$ cat src/rtl/pipeline_hazard_ctrl.sv
`default_nettype none
// ============================================================================
// Module      : pipeline_hazard_ctrl
// Description : Stall/flush sequencer for a 5-stage pipeline. Decides the
//               per-latch enables, bubble injection and PC enable from the
//               hazard fields of each stage and the I/D cache hit strobes.
//               Optional macro HAZARD_PERF_CNT_EN adds stall_cnt/flush_cnt.
// Revision    : 1.0 - initial release
// ============================================================================
module pipeline_hazard_ctrl #(
  parameter int REG_W         = 5,
  parameter int JR_LOAD_STALL = 2
) (
  input  logic             CLK,
  input  logic             RST,
  input  logic             ihit,
  input  logic             dhit,
  input  logic [REG_W-1:0] rs_de,
  input  logic [REG_W-1:0] rt_de,
  input  logic             useRt_de,
  input  logic             jr_de,
  input  logic [REG_W-1:0] regDst_ex,
  input  logic             regWr_ex,
  input  logic             memRead_ex,
  input  logic [REG_W-1:0] regDst_me,
  input  logic             regWr_me,
  input  logic             memRead_me,
  input  logic             dREN_me,
  input  logic             dWEN_me,
  input  logic             brTaken_me,
  input  logic             halt_wb,
  output logic             pc_en,
  output logic             en_fd,
  output logic             en_de,
  output logic             en_em,
  output logic             en_mw,
  output logic             flush_fd,
  output logic             flush_de,
  output logic             flush_em,
  output logic             halted
`ifdef HAZARD_PERF_CNT_EN
  ,
  output logic [31:0]      stall_cnt,
  output logic [31:0]      flush_cnt
`endif
);

  // Counter holds the JRWAIT cycles still owed after the first stall cycle.
  localparam int CNT_W = (JR_LOAD_STALL > 2) ? $clog2(JR_LOAD_STALL) : 1;

  typedef enum logic [1:0] {
    S_RUN     = 2'd0,
    S_JRWAIT  = 2'd1,
    S_MEMWAIT = 2'd2,
    S_HALTED  = 2'd3
  } state_t;

  state_t             r_state;
  state_t             w_state_nxt;
  logic [CNT_W-1:0]   r_cnt;
  logic [CNT_W-1:0]   w_cnt_nxt;

  logic w_match_ex, w_match_me, w_mem_miss;
  logic w_load_use, w_jr_ex, w_jr_me;
  logic w_pc_en, w_en_fd, w_en_de, w_en_em, w_en_mw;
  logic w_flush_fd, w_flush_de, w_flush_em;
  logic w_flush_evt;

  // Register 0 is hardwired, so a write to it is never a real dependency.
  assign w_match_ex = regWr_ex && (regDst_ex != '0) &&
                      ((rs_de == regDst_ex) || (useRt_de && (rt_de == regDst_ex)));
  assign w_match_me = regWr_me && (regDst_me != '0) &&
                      ((rs_de == regDst_me) || (useRt_de && (rt_de == regDst_me)));
  assign w_mem_miss = (dREN_me || dWEN_me) && !dhit;
  assign w_load_use = memRead_ex && w_match_ex && !jr_de;
  assign w_jr_ex    = jr_de && w_match_ex && memRead_ex;
  assign w_jr_me    = jr_de && w_match_me && memRead_me;

  // Next-state and raw enable/flush decode, prioritised per state.
  always_comb begin
    w_pc_en     = 1'b1;
    w_en_fd     = 1'b1;
    w_en_de     = 1'b1;
    w_en_em     = 1'b1;
    w_en_mw     = 1'b1;
    w_flush_fd  = 1'b0;
    w_flush_de  = 1'b0;
    w_flush_em  = 1'b0;
    w_flush_evt = 1'b0;
    w_state_nxt = r_state;
    w_cnt_nxt   = r_cnt;
    case (r_state)
      S_HALTED: begin
        {w_pc_en, w_en_fd, w_en_de, w_en_em, w_en_mw} = '0;
      end
      S_JRWAIT: begin
        if (halt_wb) begin
          {w_pc_en, w_en_fd, w_en_de, w_en_em, w_en_mw} = '0;
          w_state_nxt = S_HALTED;
        end else if (w_mem_miss) begin
          // Whole pipe frozen; the jr countdown resumes once memory answers.
          {w_pc_en, w_en_fd, w_en_de, w_en_em, w_en_mw} = '0;
        end else if (brTaken_me) begin
          {w_flush_fd, w_flush_de, w_flush_em} = 3'b111;
          w_flush_evt = 1'b1;
          w_state_nxt = S_RUN;
          w_cnt_nxt   = '0;
        end else begin
          w_pc_en    = 1'b0;
          w_en_fd    = 1'b0;
          w_flush_de = 1'b1;
          if (r_cnt <= CNT_W'(1)) begin
            w_state_nxt = S_RUN;
            w_cnt_nxt   = '0;
          end else begin
            w_cnt_nxt = r_cnt - CNT_W'(1);
          end
        end
      end
      default: begin
        if (halt_wb) begin
          {w_pc_en, w_en_fd, w_en_de, w_en_em, w_en_mw} = '0;
          w_state_nxt = S_HALTED;
        end else if ((r_state == S_MEMWAIT) ? !dhit : w_mem_miss) begin
          // Fetch misses are ignored here: memory must finish first.
          {w_pc_en, w_en_fd, w_en_de, w_en_em, w_en_mw} = '0;
          w_state_nxt = S_MEMWAIT;
        end else begin
          w_state_nxt = S_RUN;
          if (brTaken_me) begin
            {w_flush_fd, w_flush_de, w_flush_em} = 3'b111;
            w_flush_evt = 1'b1;
          end else if (w_load_use || w_jr_ex || w_jr_me) begin
            w_pc_en    = 1'b0;
            w_en_fd    = 1'b0;
            w_flush_de = 1'b1;
            // The first jr-on-load stall is this cycle; JRWAIT covers the rest.
            if (w_jr_ex && (JR_LOAD_STALL > 1)) begin
              w_state_nxt = S_JRWAIT;
              w_cnt_nxt   = CNT_W'(JR_LOAD_STALL - 1);
            end
          end else if (!ihit) begin
            w_pc_en    = 1'b0;
            w_flush_fd = 1'b1;
          end
        end
      end
    endcase
  end

  // Reset forces a frozen, fully-bubbled pipe regardless of state.
  always_comb begin
    pc_en    = w_pc_en  && !RST;
    en_fd    = w_en_fd  && !RST;
    en_de    = w_en_de  && !RST;
    en_em    = w_en_em  && !RST;
    en_mw    = w_en_mw  && !RST;
    flush_fd = w_flush_fd || RST;
    flush_de = w_flush_de || RST;
    flush_em = w_flush_em || RST;
    halted   = (r_state == S_HALTED) && !RST;
  end

  // State and jr stall counter registers.
  always_ff @(posedge CLK) begin
    if (RST) begin
      r_state <= S_RUN;
      r_cnt   <= '0;
    end else begin
      r_state <= w_state_nxt;
      r_cnt   <= w_cnt_nxt;
    end
  end

`ifdef HAZARD_PERF_CNT_EN
  logic        w_stall_evt;
  logic [31:0] r_stall_cnt;
  logic [31:0] r_flush_cnt;

  assign w_stall_evt = !w_pc_en && (r_state != S_HALTED);
  assign stall_cnt   = r_stall_cnt;
  assign flush_cnt   = r_flush_cnt;

  // Saturating performance counters, frozen once halted.
  always_ff @(posedge CLK) begin
    if (RST) begin
      r_stall_cnt <= '0;
      r_flush_cnt <= '0;
    end else if (r_state != S_HALTED) begin
      if (w_stall_evt && (r_stall_cnt != 32'hFFFF_FFFF))
        r_stall_cnt <= r_stall_cnt + 32'd1;
      if (w_flush_evt && (r_flush_cnt != 32'hFFFF_FFFF))
        r_flush_cnt <= r_flush_cnt + 32'd1;
    end
  end
`endif

endmodule
`default_nettype wire

$ cat config.mk
export PLATFORM = sky130hd
export DESIGN_NAME = pipeline_hazard_ctrl
export DESIGN_NICKNAME = d
export VERILOG_FILES = /design/src/rtl/pipeline_hazard_ctrl.sv
export SDC_FILE = /design/constraint.sdc
export NUM_CORES = 1
export LEC_CHECK = 0
export ABC_CLOCK_PERIOD_IN_PS = 1300
export CAP_MARGIN = 10
export CORE_ASPECT_RATIO = 0.8
export CORE_UTILIZATION = 25
export CTS_CLUSTER_DIAMETER = 30
export CTS_CLUSTER_SIZE = 25
export DETAILED_ROUTE_END_ITERATION = 8
export HOLD_SLACK_MARGIN = 0.06
export PLACE_DENSITY = 0.67
export REMOVE_ABC_BUFFERS = 1
export SLEW_MARGIN = 20
export SYNTH_ARGS = -nofsm -noshare
export SYNTH_HDL_FRONTEND = slang
export SYNTH_SLANG_ARGS = --single-unit
$ cat constraint.sdc
create_clock -name CLK -period 1.3 [get_ports CLK]
set_input_delay 0.13 -clock CLK [delete_from_list [all_inputs] [get_ports CLK]]
set_output_delay 0.13 -clock CLK [all_outputs]
set_load 0.005 [all_outputs]
==> flow_summary.toml <==
[cts]
clk_latency_ps = 230
cts.sinks = 2
path_clk_slew_ps = 30
h-tree-depth = 1
clk_path_buf_depth = 2
cts_tree = "yes"
cts_buffers = 3
clock-root-buffer = "clkbuf_4"

[place]
placed_cells = 157
numPortBuffers = 42
hpwlAfterDp_um = 1570
gp_congestion = 0.776

[die]
core_region_area_um2 = 1910
rows = 14
die_w_um = 53.0
dieHeight_um = 42.8
ioPinCount = 43
die_area_um2 = 2260
start_util_pct = 27.2

[logic_synthesis]
synth_compound_area_share_pct = 25.8
synthAdderAreaFrac_pct = 0
ys_async_sr_fraction_pct = 0
avgSynthCellArea_um2 = 7.31
synth_area_um2 = 519
synth_top_family_by_area = "XOR/XNOR gates"
yosys_warnings = 0
synthMuxAreaShare_pct = 0
synth_edf_count = 0
synth-seq-area-share_pct = 7.71
synthFlopType = "dfxtp_1"
ys_seq_elements = 2
synthXorXnorAreaFrac_pct = 33.7
synthDistinctLibCells = 31
synthCells = 71
yosys.area_share.simple_pct = 27.7

[setup_path]
crit_chain = "clkdlybuf4s15_2 > buf_4 > xor2_2 > nor3_2 > a32oi_1 > a2bb2oi_4 > buf_6 > o2bb2ai_4 > buf_2"
rrSetupSlack_ps = 70
r2r_start = "r_state[1]$_SDFFE_PP0P_"
path_class = "in -> out"
reg2regPathDepth = 6
cp-end-kind = "output port"
worstPathArrival_ps = 1570
critPathMaxFanout = 3
critPathLaunchType = "input port"
crit_slowest_cell = "a32oi_1"
crit_path_start = "regDst_me[0]"
cp_num_cells = 9
crit_family = "buffers and inverters"
required_ps = 1170
crit_buf_inv = 4
timing.rr.end = "r_state[0]$_SDFFE_PP0P_"
crit_path_end = "pc_en"
max_stage_delay_ps = 280

[finish]
max_flop_register = "r_state"
n_antenna_cell = 0
drive_above_1_share_pct = 59.7
fin_cells = 168
syn_to_final_growth_pct = 165
nNetsFinal = 180
largest_registers = "r_state x2"
layout_common_cells = "buf_6 (21), buf_4 (18), buf_2 (11)"
layout_commonest_cell = "buf_6"
fillers = 166
largest_register_ffs = 2
fin_util_pct = 72.0

[sta]
maxSlewViolCount = 0
fin_skew_ps = 4.54
finalWorstSetupSlack_ps = -405
fmax_ghz = 0.587
fin_crit_sh_pct = 131
rsz0062_at_grt = "yes"
max_slew_margin_pct = 75.0
setup_viol = 8
tightest_slew_ps = 375
hold_ws_ps = 460
hold_viol = 0
period_needed_ps = 1700

[global_route]
grt_pass1_vias = 787
grt.total_usage_pct = 20.5
grt_pass1_wl_um = 3340
grt_max_degree = 8
gr-total-overflow = 0
grt_antenna_before_repair = 0

[drt]
drtPass1Iterations = 4
drtIter0Drc = 10
drc = 0
wl_per_cell_um = 14.5
routed_wl_um = 2440
vias = 791
viasPerCell = 4.71
final_antenna_net_count = 0

[run_status]
outcome = "finished, violations left"
violations = "setup timing"

[power]
fin_total_pwr_mw = 0.657
leakagePower_nw = 0.635
vdd_drop_max_mv = 0.587
switchingPower_mw = 0.222
p_int_mw = 0.434
pwr-share-seq_pct = 11.0
powerDensity_nw_per_um2 = 478
p_clk_share_pct = 21.3
combPwrFrac_pct = 67.7
switching_share_pct = 33.8

[hold_path]
min_path_type = "in -> reg"
min_path_cells = 3

[flow_run]
drv_cap = 0
[tightest hold or removal path: cells and delay by family]
family        cells  cell delay, ps
buf+inv           2             430
simple gates      1              90
[repair_timing]
item,in CTS,in global routing
endpoints found under the hold margin,0,0
cloned,0,0
hold buffers,0,0
setup endpoints to repair,10,10
gates resized for setup,109,48
pin swaps,17,23
buffers inserted,7,3
[stage by stage]
stage	cell area, um^2	setup WS (ps)	TNS (ps)
floorplan	500	-24.8	-24.8
global placement	1120	-1010	-8190
detailed placement	1120	-1030	-8380
CTS	1210	-372	-2420
global route	1370	-467	-2750
finish	1370	-405	-2340
[layout make-up]
type / count / area (um^2) / share of cell area (%)
Tap cell: 24 / 30.0 / 2.19
Multi-Input combinational cell: 64 / 638 / 46.4
Inverter: 2 / 7.51 / 0.546
Sequential cell: 2 / 42.5 / 3.10
Clock buffer: 3 / 22.5 / 1.64
Timing Repair Buffer: 73 / 633 / 46.1
[cells by family (layout without fill, tap and decap cells)]
group                  after synthesis  in the layout
AND/OR/NAND/NOR                     28             28
XOR/XNOR                            20             20
AO/OA/AOI/OAI                       16             16
buffers and inverters                5             78
flip-flops                           2              2
[worst min path at each step]
stage,from,to,slack [ps]
final,RST,r_state[1]$_SDFFE_PP0P_,460
after global routing,RST,r_state[1]$_SDFFE_PP0P_,480
after CTS,dWEN_me,r_state[1]$_SDFFE_PP0P_,480
after detailed placement,r_state[1]$_SDFFE_PP0P_,r_state[1]$_SDFFE_PP0P_,640
after global placement,r_state[1]$_SDFFE_PP0P_,r_state[1]$_SDFFE_PP0P_,640
after floorplan,RST,r_state[0]$_SDFFE_PP0P_,200
[metal layers]
layer	global-route usage [%]	vias up	part of all wire [%]
met1	20.3	369	36
met4	12.1	0	0.94
met3	2.87	2	2.2
met5	0	-	0
li1	-	402	-
met2	39.0	18	61
[cells in the mapped netlist (all sizes together), types with 2 or more instances]
master / instances / area share (%)
xnor2: 11 / 19
xor2: 9 / 15
o2bb2ai: 2 / 3.4
nand2: 7 / 5.1
nand4: 2 / 2.4
nor2: 8 / 5.8
dfxtp: 2 / 7.7
nor2b: 2 / 2.4
a21oi: 4 / 3.9
inv: 2 / 1.4
buf: 2 / 2.9
[power groups by stage]
stage | registers [mW] | clock network [mW] | logic (mW)
floorplan | 0.0711 | 0 | 0.114
global placement | 0.0710 | 0 | 0.349
CTS | 0.0710 | 0.154 | 0.368
global route | 0.0724 | 0.148 | 0.470
detailed placement | 0.0711 | 0 | 0.353
finish | 0.0725 | 0.140 | 0.444
Note: power is estimated with default switching activity, not from simulation.
